==> src/rtl/command_tag_allocator.sv <==
// Command tag allocator: hands out tags 1..TAG_COUNT to compute units and
// returns the stored CU ID when a tag comes back.
module command_tag_allocator #(
    parameter int TAG_COUNT   = 32,
    parameter int CU_ID_RANGE = 8
) (
    input  logic                         clock,
    input  logic                         reset,
    input  logic                         enabled_in,
    input  logic                         alloc_req_in,
    input  logic [CU_ID_RANGE-1:0]       alloc_cu_id_in,
    output logic                         alloc_valid_out,
    output logic [7:0]                   alloc_tag_out,
    input  logic                         rsp_valid_in,
    input  logic [7:0]                   rsp_tag_in,
    output logic                         rsp_valid_out,
    output logic [CU_ID_RANGE-1:0]       rsp_cu_id_out,
    output logic [$clog2(TAG_COUNT):0]   free_count_out,
    output logic                         tags_empty_out,
    output logic                         error_out
);

    localparam int CW = $clog2(TAG_COUNT) + 1;

    logic [TAG_COUNT-1:0]   r_in_use;
    logic [CU_ID_RANGE-1:0] r_cu_id [TAG_COUNT];
    logic                   r_alloc_valid;
    logic [7:0]             r_alloc_tag;
    logic                   r_rsp_valid;
    logic [CU_ID_RANGE-1:0] r_rsp_cu_id;
    logic [CW-1:0]          r_free_count;
    logic                   r_empty;
    logic                   r_error;

    logic [TAG_COUNT-1:0]   w_free_hit;
    logic [TAG_COUNT-1:0]   w_grant_hit;
    logic                   w_legal;
    logic [CU_ID_RANGE-1:0] w_rsp_id;
    logic                   w_any_free;
    logic [TAG_COUNT-1:0]   w_low_free;
    logic [7:0]             w_grant_tag;
    logic                   w_grant;
    logic [CW-1:0]          w_next_count;

    // Grant is chosen from the in-use state at the start of the cycle,
    // so a slot freed this cycle cannot be granted until the next one.
    always_comb begin
        w_free_hit  = '0;
        w_legal     = 1'b0;
        w_rsp_id    = '0;
        w_any_free  = 1'b0;
        w_low_free  = '0;
        w_grant_tag = '0;
        for (int i = 0; i < TAG_COUNT; i++) begin
            if (rsp_valid_in && rsp_tag_in == 8'(i + 1) && r_in_use[i]) begin
                w_free_hit[i] = 1'b1;
                w_legal       = 1'b1;
                w_rsp_id      = r_cu_id[i];
            end
        end
        for (int i = TAG_COUNT - 1; i >= 0; i--) begin
            if (!r_in_use[i]) begin
                w_any_free  = 1'b1;
                w_low_free  = '0;
                w_low_free[i] = 1'b1;
                w_grant_tag = 8'(i + 1);
            end
        end
        w_grant      = alloc_req_in && enabled_in && w_any_free;
        w_grant_hit  = w_grant ? w_low_free : '0;
        w_next_count = r_free_count + CW'(w_legal) - CW'(w_grant);
    end

    always_ff @(posedge clock or posedge reset) begin
        if (reset) begin
            r_in_use      <= '0;
            for (int i = 0; i < TAG_COUNT; i++) begin
                r_cu_id[i] <= '0;
            end
            r_alloc_valid <= 1'b0;
            r_alloc_tag   <= '0;
            r_rsp_valid   <= 1'b0;
            r_rsp_cu_id   <= '0;
            r_free_count  <= CW'(TAG_COUNT);
            r_empty       <= 1'b0;
            r_error       <= 1'b0;
        end else begin
            r_in_use <= (r_in_use & ~w_free_hit) | w_grant_hit;
            for (int i = 0; i < TAG_COUNT; i++) begin
                if (w_grant_hit[i]) begin
                    r_cu_id[i] <= alloc_cu_id_in;
                end
            end
            r_alloc_valid <= w_grant;
            r_alloc_tag   <= w_grant ? w_grant_tag : 8'd0;
            r_rsp_valid   <= w_legal;
            r_rsp_cu_id   <= w_rsp_id;
            r_free_count  <= w_next_count;
            r_empty       <= (w_next_count == '0);
            r_error       <= r_error | (rsp_valid_in & ~w_legal);
        end
    end

    assign alloc_valid_out = r_alloc_valid;
    assign alloc_tag_out   = r_alloc_tag;
    assign rsp_valid_out   = r_rsp_valid;
    assign rsp_cu_id_out   = r_rsp_cu_id;
    assign free_count_out  = r_free_count;
    assign tags_empty_out  = r_empty;
    assign error_out       = r_error;

endmodule

==> config.mk <==
export PLATFORM = sky130hd
export DESIGN_NAME = command_tag_allocator
export DESIGN_NICKNAME = d
export VERILOG_FILES = /design/src/rtl/command_tag_allocator.sv
export SDC_FILE = /design/constraint.sdc
export NUM_CORES = 1
export LEC_CHECK = 0
export BUFFER_PORTS_ARGS = -buffer_cell sky130_fd_sc_hd__buf_4
export CORE_MARGIN = 2
export CORE_UTILIZATION = 30
export CTS_BUF_LIST = sky130_fd_sc_hd__clkbuf_4
export CTS_CLUSTER_SIZE = 16
export DETAILED_ROUTE_END_ITERATION = 10
export PLACE_DENSITY = 0.42
export SYNTH_ARGS = -nofsm -noshare
export SYNTH_HDL_FRONTEND = slang
export SYNTH_SLANG_ARGS = --single-unit
==> constraint.sdc <==
create_clock -name clock -period 16.4 [get_ports clock]
set_input_delay 4.1 -clock clock [delete_from_list [all_inputs] [get_ports clock]]
set_output_delay 4.1 -clock clock [all_outputs]
set_load 0.005 [all_outputs]
==> results.cfg <==
[status]
status = finished, final reports clean

[clocking]
cts_buffers = 90
clkTransAtPathRegs_ps = 60
cts_tree = done
cts_hold_buf = 0
insertion_delay_ps = 820
clockRootBuffer = clkbuf_4
h-tree-depth = 3
cts_setup_buffers = 0
cts.repair.resized = 0
cts.sinks = 312
ctsLongestPathBuffers = 3

[synthesis]
yosys_warnings = 0
ys_ff_latch = 312
yosys.area.top_type_share = 0.4993
async_reset_ff_frac = 1.000
synth_area_leaders = dfrtp_1 50%, mux2_2 19%, nand2_1 2.2%
synthFlopType = dfrtp_1
synthesis.area_sq_um = 15590
synth-edff-count = 0
synth_top_area_cell = dfrtp_1
syn_avg_cell_area_sq_um = 11.26
syn_inst = 1384
synth_cell_types = 77
ys_seq_area_frac = 0.5010

[layout]
layout_commonest_cell = dfrtp_1
final_layout_size_suffix_gt1_frac = 0.3258
area_growth_pct = 12.83
stdcell_count = 2185
final_cell_mix = 311 x dfrtp_1, 257 x mux2_2, 136 x clkbuf_4, 91 x nand2_1, 58 x nor2_1
nNetsFinal = 1468

[floorplanning]
die_x_microns = 231.9
io_pins = 47
die_y_microns = 231.9
core_area_sq_um = 51300
die_area_sq_um = 53800
row_count = 83
start_util = 0.3038

[route]
routed_via_density = 5.584
drt_iter0_markers = 890
wl_microns = 55590
antenna_left = 0
dr.pass1.iters = 6
vias = 12200
drc = 0
routedWlPerCell_microns = 25.44

[worst_setup_path]
r2r_end = tags_empty_out
required_ps = 17100
start_kind = input port
end_kind = flip-flop
cp_max_fo = 46
regToRegSetupSlack_ps = 12160
reg2reg_depth = 16
critPathKind = in2reg
crit_start = rsp_tag_in[0]
crit_arrival_ps = 8240
worstReg2RegStart = r_in_use[13]

[power]
ir_drop_mv = 0.03454
p_leak_nw = 8.122
power.density_nw_per_um2 = 113.9
finalPower_w = 0.002003

[timing]
finalSetupTns_ps = 0
slew-limit-headroom = 0.2144
final-setup-viol-count = 0
hold_viol = 0
clock.fmax_ghz = 0.1327
fin_worst_skew_ps = 41.28
rsz0062_at_grt = no
drv_slew = 0
period_minus_slack_ps = 7534
period_share = 0.4594
holdWs_ps = 461.3
worst_slew_pin_slew_ps = 1174
finalWorstSetupSlack_ps = 8866

[grt]
grt_pass1_wl_microns = 83390
grt_start_max_net_pins = 133
antenna_found_initial = 2
first_global_vias = 12383
gr-usage-all-layers = 0.2093
grt.overflow.total = 0

[flow_run]
cap_violations = 0

[placed_design]
hpwl_microns = 38850
port_buffers = 44
pre_cts_ws_ps = 8121
gp_congestion = 0.8946
post-place-cells = 2028

[hold_path]
hold_end = error_out
hold_start = error_out
whs_path_depth = 1
worstHoldPathType = reg2reg
==> metal layers <==
layer,up-vias,part of all wire,GRT usage
met5,-,0,0
met4,0,0.022,0.06891
met3,86,0.056,0.03536
met2,448,0.44,0.3172
met1,6294,0.48,0.3018
li1,5372,-,-
==> kinds of logic (layout without fill, tap and decap cells) <==
kind of cell,Yosys count,after routing,synth area share
xor+xnor,5,5,0.002809
simple gates,403,403,0.1483
compound gates,275,275,0.1230
other cells,1,3,0.0002406
buf+inv,123,242,0.03227
flops,312,312,0.5010
fa+ha+maj,7,7,0.006100
mux,258,258,0.1863
==> state kept, by name, summed over array words and instances (netlist names) <==
| register | count |
|---|---|
| tags_empty_out | 1 |
| r_cu_id | 256 |
| r_in_use | 32 |
| rsp_cu_id_out | 8 |
| error_out | 1 |
| alloc_tag_out | 6 |
| free_count_out | 6 |
| alloc_valid_out | 1 |
| rsp_valid_out | 1 |
==> power by group <==
group | switching (W) | internal, W
combinational | 0.000171 | 0.000151
clock | 0.000343 | 0.000375
sequential | 0.0000910 | 0.000873
==> metrics by stage <==
stage | instance area (sq um) | utilization
floorplan | 15590 | -
global placement | 16480 | 0.3213
detailed placement | 16480 | 0.3213
CTS | 17580 | 0.3428
global route | 17590 | 0.3428
finish | 17590 | 0.3428
==> how the worst max path moves through the flow <==
stage                       endpoint  depth (start not counted)
floorplan           alloc_tag_out[0]                          1
global placement      tags_empty_out                         17
detailed placement    tags_empty_out                         16
CTS                   tags_empty_out                         17
global route          tags_empty_out                         17
finish                tags_empty_out                         17
==> cell usage after synthesis, types with 5 or more instances <==
master,n
nand4_1,33
nand3b_1,12
buf_2,20
inv_1,30
o22ai_1,29
o21a_1,6
o22a_1,5
o21ai_0,51
a21oi_1,45
nor3_1,32
nor2_1,58
and3_1,18
nor4_1,14
a31oi_1,9
a211oi_1,11
nand3_1,52
a21o_1,15
a222oi_1,6
xnor2_1,5
o221ai_1,11
a22oi_1,21
dfrtp_1,311
o211ai_1,7
nand2_1,91
nand4b_1,8
a22o_1,9
a32oi_1,5
nor2b_1,10
a221o_1,5
ha_1,6
and4_1,13
or3_1,6
nand2b_1,6
mux2_2,257
clkbuf_1,66
a221oi_1,14
==> worst max-delay path, stage by stage <==
cell and delay [ps]:
buf_4 260, nand2_1 460, nor3_1 200, and3_1 320, nor4_1 340, nand3_1 160, nor3_1 650, ha_1 350
inv_1 50, ha_1 150, inv_1 60, fa_1 420, inv_1 70, a21o_1 110, a21oi_1 70, xnor2_1 140
nor4b_1 290
==> final cells by class <==
class,instances,area (sq um)
flip-flops and latches,312,7809
inverters,30,120.1
multi-input cells,950,7284
clock inverters,20,78.83
clock buffers,136,1021
diodes,1,2.502
repair buffers,56,420.4
well taps,680,850.8
fillers,5246,33710
Note: power is estimated with default switching activity, not from simulation.
